[src/rtl/motoro3_pkg.sv]
// Shared definitions for the motoro3 PWM ramp controller: on-time width,
// default on-time limits, FSM state encodings and the minimum-on helper.
package motoro3_pkg;

    localparam int LEN_W = 12;

    localparam logic [LEN_W-1:0] MIN_LEN_DEF = 12'h020;
    localparam logic [LEN_W-1:0] MAX_LEN_DEF = 12'hFFF;

    typedef enum logic [2:0] {
        ST_IDLE      = 3'd0,
        ST_RAMP_UP   = 3'd1,
        ST_HOLD      = 3'd2,
        ST_RAMP_DOWN = 3'd3,
        ST_FAULT     = 3'd4
    } state_e;

    // On-times below the MOS driver limit cannot be produced, so they become 0.
    function automatic logic [LEN_W-1:0] minOnLen(input logic [LEN_W-1:0] len,
                                                  input logic [LEN_W-1:0] minLen);
        return (len < minLen) ? '0 : len;
    endfunction

endpackage

[src/rtl/motoro3_tick_div.sv]
// Commutation-step pulse divider: asserts upd on every TICK_DIV-th
// m3cntLast1 pulse. clr holds/restarts the count at 0 and masks upd.
module motoro3_tick_div #(
    parameter int TICK_DIV = 4
) (
    input  logic clk,
    input  logic nRst,
    input  logic m3cntLast1,
    input  logic clr,
    output logic upd
);

    localparam logic [3:0] LAST = 4'(TICK_DIV - 1);

    logic [3:0] cnt_q;
    logic [3:0] cnt_d;

    // Count pulses and wrap after LAST; a clear always wins over counting.
    always_comb begin
        cnt_d = cnt_q;
        upd   = 1'b0;
        if (clr) begin
            cnt_d = '0;
        end else if (m3cntLast1) begin
            if (cnt_q == LAST) begin
                cnt_d = '0;
                upd   = 1'b1;
            end else begin
                cnt_d = cnt_q + 4'd1;
            end
        end
    end

    // Divider count register.
    always_ff @(posedge clk or negedge nRst) begin
        if (!nRst) begin
            cnt_q <= '0;
        end else begin
            cnt_q <= cnt_d;
        end
    end

endmodule

[src/rtl/motoro3_pwm_ramp_ctrl.sv]
// Soft-start/soft-stop on-time scheduler for the 3-phase PWM generator.
// Moves the on-time toward the target in bounded steps only at divided
// commutation-step boundaries, enforces the minimum on-time and gives an
// immediate fault shutdown.
// Optional: define MOTORO3_PWM_RAMP_STALL_GUARD_EN to hold the ramp at
// MIN_LEN while no commutation period has been measured (plLen == 0).
module motoro3_pwm_ramp_ctrl
    import motoro3_pkg::*;
#(
    parameter logic [LEN_W-1:0] MIN_LEN  = MIN_LEN_DEF,
    parameter logic [LEN_W-1:0] MAX_LEN  = MAX_LEN_DEF,
    parameter int               TICK_DIV = 4
) (
    input  logic             clk,
    input  logic             nRst,
    input  logic             m3cntLast1,
    input  logic             enable,
    input  logic [LEN_W-1:0] targetLen,
    input  logic [LEN_W-1:0] rampStep,
    input  logic             fault,
    input  logic             faultClr,
    input  logic [15:0]      plLen,
    output logic [LEN_W-1:0] m3r_pwmLenWant,
    output logic             pwmActive,
    output logic             atTarget,
    output logic [2:0]       state
);

    state_e           state_q, state_d;
    logic [LEN_W-1:0] cur_q, cur_d;
    logic [LEN_W-1:0] outLen_q, outLen_d;

    logic [LEN_W-1:0] goal;
    logic [LEN_W-1:0] stepEff;
    logic [LEN_W:0]   sumUp;
    logic [LEN_W:0]   diffDn;
    logic [LEN_W-1:0] upNext;
    logic [LEN_W-1:0] dnNext;
    logic             stall;
    logic             divClr;
    logic             upd;

`ifdef MOTORO3_PWM_RAMP_STALL_GUARD_EN
    assign stall = (plLen == 16'd0);
`else
    logic unusedPlLen;
    assign unusedPlLen = ^plLen;
    assign stall       = 1'b0;
`endif

    motoro3_tick_div #(
        .TICK_DIV (TICK_DIV)
    ) u_tickDiv (
        .clk        (clk),
        .nRst       (nRst),
        .m3cntLast1 (m3cntLast1),
        .clr        (divClr),
        .upd        (upd)
    );

    // Goal, effective step and the saturating up/down candidates for cur.
    always_comb begin
        goal    = enable ? ((targetLen > MAX_LEN) ? MAX_LEN : targetLen) : '0;
        stepEff = (rampStep == '0) ? {{(LEN_W-1){1'b0}}, 1'b1} : rampStep;
        sumUp   = {1'b0, cur_q} + {1'b0, stepEff};
        diffDn  = {1'b0, cur_q} - {1'b0, stepEff};
        upNext  = (sumUp > {1'b0, goal}) ? goal : sumUp[LEN_W-1:0];
        if (stall && (upNext > MIN_LEN)) begin
            upNext = MIN_LEN;
        end
        dnNext  = (diffDn[LEN_W] || (diffDn[LEN_W-1:0] < goal)) ? goal : diffDn[LEN_W-1:0];
    end

    // Divider is parked in IDLE/FAULT and restarted on every edge that enters a ramp state.
    always_comb begin
        divClr = fault
              || (state_q == ST_IDLE) || (state_q == ST_FAULT)
              || ((state_q == ST_HOLD)      && (goal != cur_q))
              || ((state_q == ST_RAMP_UP)   && (goal <  cur_q))
              || ((state_q == ST_RAMP_DOWN) && (goal >  cur_q));
    end

    // Next-state and next-cur logic; fault overrides everything.
    always_comb begin
        state_d = state_q;
        cur_d   = cur_q;
        if (fault) begin
            state_d = ST_FAULT;
            cur_d   = '0;
        end else begin
            unique case (state_q)
                ST_IDLE: begin
                    if (enable && (goal != '0)) begin
                        state_d = ST_RAMP_UP;
                    end
                end
                ST_RAMP_UP: begin
                    if (goal < cur_q) begin
                        state_d = ST_RAMP_DOWN;
                    end else if (upd) begin
                        cur_d = upNext;
                        if (upNext == goal) begin
                            state_d = ST_HOLD;
                        end
                    end
                end
                ST_HOLD: begin
                    if (goal > cur_q) begin
                        state_d = ST_RAMP_UP;
                    end else if (goal < cur_q) begin
                        state_d = ST_RAMP_DOWN;
                    end
                end
                ST_RAMP_DOWN: begin
                    if (goal > cur_q) begin
                        state_d = ST_RAMP_UP;
                    end else if (upd) begin
                        cur_d = dnNext;
                        if (dnNext == goal) begin
                            state_d = (goal == '0) ? ST_IDLE : ST_HOLD;
                        end
                    end
                end
                ST_FAULT: begin
                    cur_d = '0;
                    if (faultClr) begin
                        state_d = ST_IDLE;
                    end
                end
                default: begin
                    state_d = ST_IDLE;
                    cur_d   = '0;
                end
            endcase
        end
        outLen_d = minOnLen(cur_d, MIN_LEN);
    end

    // State, internal on-time and output register all update on the same edge.
    always_ff @(posedge clk or negedge nRst) begin
        if (!nRst) begin
            state_q  <= ST_IDLE;
            cur_q    <= '0;
            outLen_q <= '0;
        end else begin
            state_q  <= state_d;
            cur_q    <= cur_d;
            outLen_q <= outLen_d;
        end
    end

    assign m3r_pwmLenWant = outLen_q;
    assign pwmActive      = (outLen_q != '0);
    assign atTarget       = (state_q == ST_HOLD);
    assign state          = state_q;

endmodule
[config.mk]
export PLATFORM = sky130hd
export DESIGN_NAME = motoro3_pwm_ramp_ctrl
export DESIGN_NICKNAME = d
export VERILOG_FILES = /design/src/rtl/motoro3_pkg.sv /design/src/rtl/motoro3_tick_div.sv /design/src/rtl/motoro3_pwm_ramp_ctrl.sv
export SDC_FILE = /design/constraint.sdc
export NUM_CORES = 1
export LEC_CHECK = 0
export ABC_AREA = 1
export CAP_MARGIN = 10
export CORE_ASPECT_RATIO = 1.2
export CORE_MARGIN = 4
export CORE_UTILIZATION = 35
export CTS_BUF_LIST = sky130_fd_sc_hd__clkbuf_8
export DETAILED_ROUTE_END_ITERATION = 8
export SETUP_SLACK_MARGIN = 0.15
export SLEW_MARGIN = 5
export SYNTH_ARGS = -nofsm -noshare
export SYNTH_HDL_FRONTEND = slang
export SYNTH_SLANG_ARGS = --single-unit
export TNS_END_PERCENT = 1
[constraint.sdc]
create_clock -name clk -period 3.45 [get_ports clk]
set_input_delay 0.69 -clock clk [delete_from_list [all_inputs] [get_ports clk]]
set_output_delay 0.69 -clock clk [all_outputs]
set_load 0.005 [all_outputs]
=== Yosys cells after proc, flatten, opt, wreduce, memory -nomap -nowiden ===
Cells that the tools add are included.

* Reductions and logical operators: 18
* Mux-type cells: 31
* Magnitude comparators: 6
* Equality and inequality tests: 15
* Add/subtract/negate cells: 3

{| class="wikitable"
|+ Operators with widths
! kind !! number
|-
| 12-bit 2-to-1 mux || 11
|-
| 12-bit case mux with 3 select lines || 1
|-
| 3-bit 2-to-1 mux || 11
|-
| 12-bit equality test || 2
|-
| 12-bit logical NOT || 2
|-
| 12-bit less-than comparator || 2
|-
| 12-bit nonzero test || 2
|-
| 4-bit by 2-bit inequality test with 1-bit output (second input constant) || 5
|-
| 3-bit case mux with 5 select lines || 1
|-
| 12-bit by 12-bit adder with 13-bit output || 1
|-
| 13-bit by 12-bit greater-than comparator with 1-bit output || 1
|-
| 12-bit by 12-bit subtractor with 13-bit output || 1
|-
| 12-bit greater-than comparator || 1
|-
| 12-bit greater-than comparator (second input constant) || 1
|-
| 12-bit by 6-bit less-than comparator with 1-bit output (second input constant) || 1
|-
| 4-bit 2-to-1 mux || 3
|-
| 12-bit inequality test || 1
|-
| 7-bit AND reduction || 1
|-
| 3-bit by 2-bit equality test with 1-bit output (second input constant) || 2
|-
| 1-bit logical OR || 6
|-
| 4-bit by 1-bit adder with 4-bit output (second input constant) || 1
|-
| 4-bit by 2-bit equality test with 1-bit output (second input constant) || 1
|-
| 1-bit logical AND || 4
|-
| 3-bit by 1-bit equality test with 1-bit output (second input constant) || 1
|-
| 8 further kinds || 10
|}

* Bits in registers: 31

=== Longest topological paths before layout ===
* Depth after elaboration: 15
* Mapped depth: 33
* Depth with buffers taken out: 31

=== Modules after synthesis ===
From an unflattened synthesis, not the netlist that was laid out.

* Cell total of the unflattened synthesis: 860
* Area total of the unflattened synthesis: 5129.9 um2

{| class="wikitable"
|+ By module, submodules not included
! module !! area an instance (um2) !! seq. area each (um2) !! times used !! cells each
|-
| motoro3_pwm_ramp_ctrl || 4907.2 || 675.6 || 1 || 830
|-
| motoro3_tick_div || 222.7 || 100.1 || 1 || 30
|}

=== Worst setup path after synthesis ===
Ideal clock, no wire load.

* Kind: input to register
* From: in rampStep[2]
* To: reg outLen_q[0], in the netlist m3r_pwmLenWant[0]
* Arrival time: 4.085 ns
* Data required time: 3.325 ns
* Setup time: 0.125 ns
* Path slack: -0.760 ns
* Stages: 27
* Path through: nor4_1 -> a41o_1 -> ha_1 -> inv_1 -> fa_1 -> nand3b_1 -> nand2_1 -> a21oi_1 -> xor2_1 -> inv_1 -> ha_1 -> nand2_1 -> nor2_1 -> nand2_1 -> nor2_1 -> nand4_1 -> nand2_2 -> buf_6 -> inv_2 -> nand2_1 -> nand3_1 -> nand2_1 -> nand3_1 -> nand2_1 -> nand2_1 -> nor2_4 -> a21oi_1

* Word-level cells in the longest chain between the ends: 12
* Elaborated cells on any way between the ends: 17
* Classes of those cells: add/sub (2); order compare (3); mux (10); reduce/logical (2)

{| class="wikitable"
|+ Ends and longest elaborated chain
! item !! line !! source
|-
| from (decl) || motoro3_pwm_ramp_ctrl.sv:19 || <nowiki>input logic [LEN_W-1:0] rampStep,</nowiki>
|-
| 12-bit logical NOT || motoro3_pwm_ramp_ctrl.sv:64 || <nowiki>stepEff = (rampStep == '0) ? {{(LEN_W-1){1'b0}}, 1'b1} : rampStep;</nowiki>
|-
| 12-bit 2-to-1 mux * || motoro3_pwm_ramp_ctrl.sv:64 ||
|-
| 12-bit by 12-bit subtractor with 13-bit output || motoro3_pwm_ramp_ctrl.sv:66 || <nowiki>diffDn = {1'b0, cur_q} - {1'b0, stepEff};</nowiki>
|-
| 12-bit less-than comparator || motoro3_pwm_ramp_ctrl.sv:71 || <nowiki>dnNext = (diffDn[LEN_W] || (diffDn[LEN_W-1:0] < goal)) ? goal : diffDn[LEN_W-1:0];</nowiki>
|-
| 1-bit logical OR || motoro3_pwm_ramp_ctrl.sv:71 ||
|-
| 12-bit 2-to-1 mux || motoro3_pwm_ramp_ctrl.sv:71 ||
|-
| 12-bit 2-to-1 mux || motoro3_pwm_ramp_ctrl.sv:117 || <nowiki>end else if (upd) begin</nowiki>
|-
| 12-bit 2-to-1 mux || motoro3_pwm_ramp_ctrl.sv:115 || <nowiki>if (goal > cur_q) begin</nowiki>
|-
| 12-bit case mux with 3 select lines * || motoro3_pwm_ramp_ctrl.sv:91 || <nowiki>unique case (state_q)</nowiki>
|-
| 12-bit 2-to-1 mux * || motoro3_pwm_ramp_ctrl.sv:87 || <nowiki>if (fault) begin</nowiki>
|-
| 12-bit by 6-bit less-than comparator with 1-bit output || motoro3_pkg.sv:21 || <nowiki>return (len < minLen) ? '0 : len;</nowiki>
|-
| 12-bit 2-to-1 mux * || motoro3_pkg.sv:21 ||
|-
| via outLen_d[0] || motoro3_pwm_ramp_ctrl.sv:31 || <nowiki>logic [LEN_W-1:0] outLen_q, outLen_d;</nowiki>
|-
| to (signal assigned) || motoro3_pwm_ramp_ctrl.sv:148 || <nowiki>outLen_q <= outLen_d;</nowiki>
|-
| to (decl) || motoro3_pwm_ramp_ctrl.sv:31 ||
|}

The timed path passes the listed nets; every way through them passes the cells marked *.
A chain may end at the register's enable or synchronous reset.

=== Final worst setup path ===
* From: in rampStep[0]
* To: reg outLen_q[3], in the netlist m3r_pwmLenWant[3]

The elaborated chain is that of the path after synthesis.

==> results.md <==
- Largest net degree at the start of global routing: 32
- Clock Latency Late Sink: 290 ps
- Synth top area share: 0.185
- MaxCap Viol Count: 0
- Num CTS Buffers: 5
- Minimum clock period: 4330 ps
- Post-Syn Area: 4950 um^2
- Dpl cells: 1176
- Area Overhead vs Synth: 49.5%
- Reg2Reg Depth: 29
- Cell count after synthesis: 828
- Grt total ovfl: 0
- Worst setup EP type: flip-flop
- Worst Path Max Fanout: 8
- Tightest Pin Transition: 524 ps
- Routability congestion estimate from global placement: 0.960
- Hold_sp: u_tickDiv.cnt_q[0]$_DFFE_PN0P_
- Yosys warning count: 0
- Hold WC Path Type: flip-flop to flip-flop
- Pwr Total: 1.25 mW
- Max incr delay on CP: 400 ps
- Clk buf depth: 2
- Reg2Reg Launch Point: cur_q[0]$_DFF_PN0_
- Post-synth top flop: dfrtp_1
- Final WS setup: -876 ps
- Setup-failing EPs final: 26
- Final Hold Vio Count: 0
- Register bit total from synthesis: 31
- Hold path depth: 1
- Maximum vdd ir drop: 0.232 mV
- Commonest cells in the netlist: nand2_1, inv_1, nand3_1
- Slew headroom: 0.650
- DRT Wirelength: 18400 um
- Die area: 16100 um^2
- Die width: 117 um
- Pleak: 4.19 nW
- 1st-iter DRT viols: 407
- Critical Path RT: 3610 ps
- Critical R2R Capture: state[1]$_DFFE_PN0P_
- Antenna Cells: 0
- Hold-fix buffers, CTS: 0
- Fmax: 0.231 GHz
- Startpoint Class: primary input
- Setup Skew: 11.6 ps
- Worst EP arrival: 4490 ps
- Unrepaired setup endpoints after global routing: true
- Fin. max-slew vios: 0
- Period utilisation layout: 1.25
- Final HPWL DP: 14700 um
- CTS tree: built
- Setup_tns: -19720 ps
- Clock transition at path regs: 70 ps
- GRT Util Overall: 0.226
- Post-route ant nets: 0
- Nets: 1141
- Hold EP: u_tickDiv.cnt_q[0]$_DFFE_PN0P_
- Rows: 47
- DRC: 0
- Sequential share of the synthesized area: 0.157
- Syn nets: 939
- Most used cell, CP: nand2_1
- Initial antenna violation count: 0
- Synth area leaders: nand2_1, ha_1, dfrtp_1
- Layout Cells excl Fill: 1200
- Clock root cell: clkbuf_8
- Number of synthesized flops with an enable pin: 0
- Starting Density: 0.358
- Port Buffers: 46
- Syn avg cell area: 5.98 um^2
- Io pins: 63
- DR vias: 5975
- Critical Path Slowest Stage Cell: clkdlybuf4s50_1
- Power density cells: 169 nW/um^2
- Drt pass-1 iters: 5
- Via density: 4.98
- Clock H-tree levels: 2
- Vias in the first global route: 5699
- Routed length per instance: 15.3 um
- Outcome: finished, violations left
- Library cells used by synthesis: 39
- Failing checks: negative setup slack
- Share of post-route cells with drive strength above 1: 0.312
- R2R setup slack: -320 ps
- Top cell type by total area after synthesis: nand2_1
- CTS sink cnt: 31
- Count leader, synth: nand2_1
- Kind of critical path: primary input to flip-flop
- Global-route wire length before repair: 28900 um
- Die height: 138 um
- FILL cells: 1366
- Async SR Flop Fraction: 1.00
- Core area: 13800 um^2
==> state kept, by name, summed over array words and instances, names as in the netlist <==
name             cells
u_tickDiv.cnt_q      4
state                3
m3r_pwmLenWant      12
cur_q               12
==> layer usage <==
metal | routed length (um) | share of wire | track usage | vias to the layer above
met5 | 0 | 0 | 0 | -
met4 | 893 | 0.049 | 0.0996 | 0
met3 | 780 | 0.042 | 0.0214 | 47
met2 | 8610 | 0.47 | 0.366 | 170
met1 | 8110 | 0.44 | 0.303 | 2717
li1 | - | - | - | 3041
==> cell type report <==
class | instances | area, um^2 | share of cell area
Clock inverter | 1 | 3.75 | 0.000507
Multi-Input combinational cell | 621 | 3830 | 0.518
Clock buffer | 5 | 68.8 | 0.00930
Tap cell | 171 | 214 | 0.0289
Inverter | 148 | 558 | 0.0754
Sequential cell | 31 | 776 | 0.105
Timing Repair Buffer | 223 | 1950 | 0.263
==> per-stage QoR <==
stage / instance area [um^2] / worst slack (ps) / util / hold WS [ps]
3_3_place_gp: 6710 / -1600 / 0.486 / 521
2_1_floorplan: 4970 / -664 / - / 394
6_report: 7400 / -876 / 0.536 / 533
4_1_cts: 7240 / -819 / 0.524 / 541
5_1_grt: 7400 / -1130 / 0.536 / 555
3_5_place_dp: 6710 / -1590 / 0.486 / 526
==> cells by family (layout without fill, tap and decap cells) <==
group | Yosys count | count (layout) | share of synthesized area
compound gates | 93 | 93 | 0.107
xor+xnor | 14 | 14 | 0.0248
fa+ha+maj | 65 | 65 | 0.167
buf+inv | 176 | 377 | 0.146
flops | 31 | 31 | 0.157
simple gates | 449 | 449 | 0.399
==> layout by cell type (no fill, tap or decap), types with 30 or more instances in the layout <==
cell and instances:
a21oi_1 30, clkdlybuf4s50_1 35, dfrtp_1 31, buf_4 156, nor2_1 53, nand2_2 31
nand3_1 76, nand2_1 218, ha_1 57, inv_1 120
==> how the worst max path moves through the flow <==
| stage | start | endpoint | slack [ps] | cells after the start |
|---|---|---|---|---|
| floorplan | rampStep[6] | state[1]$_DFFE_PN0P_ | -660 | 29 |
| global placement | rampStep[2] | m3r_pwmLenWant[0]$_DFF_PN0_ | -1600 | 28 |
| detailed placement | rampStep[2] | m3r_pwmLenWant[3]$_DFF_PN0_ | -1590 | 28 |
| CTS | rampStep[5] | state[1]$_DFFE_PN0P_ | -820 | 31 |
| global route | rampStep[3] | state[1]$_DFFE_PN0P_ | -1130 | 32 |
| finish | rampStep[0] | m3r_pwmLenWant[3]$_DFF_PN0_ | -880 | 29 |
==> critical path: cells and delay by family <==
family,cells,cell delay [ps]
AND/OR/NAND/NOR,14,1340
buffers and inverters,6,1020
adder cells (fa/ha/maj),3,700
AO/OA/AOI/OAI,5,680
XOR/XNOR,1,70
==> power breakdown <==
group / leakage, nW / internal, mW / switching, mW / total [mW]
logic: 3.72 / 0.297 / 0.326 / 0.623
clock network: 0.0413 / 0.131 / 0.128 / 0.259
registers: 0.429 / 0.367 / 0.00425 / 0.371
==> what timing repair did <==
| action | CTS | global route |
|---|---|---|
| gates cloned | 3 | 0 |
| resized for setup | 120 | 43 |
| setup endpoints to repair | 26 | 26 |
| pin swaps | 50 | 27 |
| buffers inserted | 12 | 3 |
No activity file was read; power rests on OpenSTA's default activity.
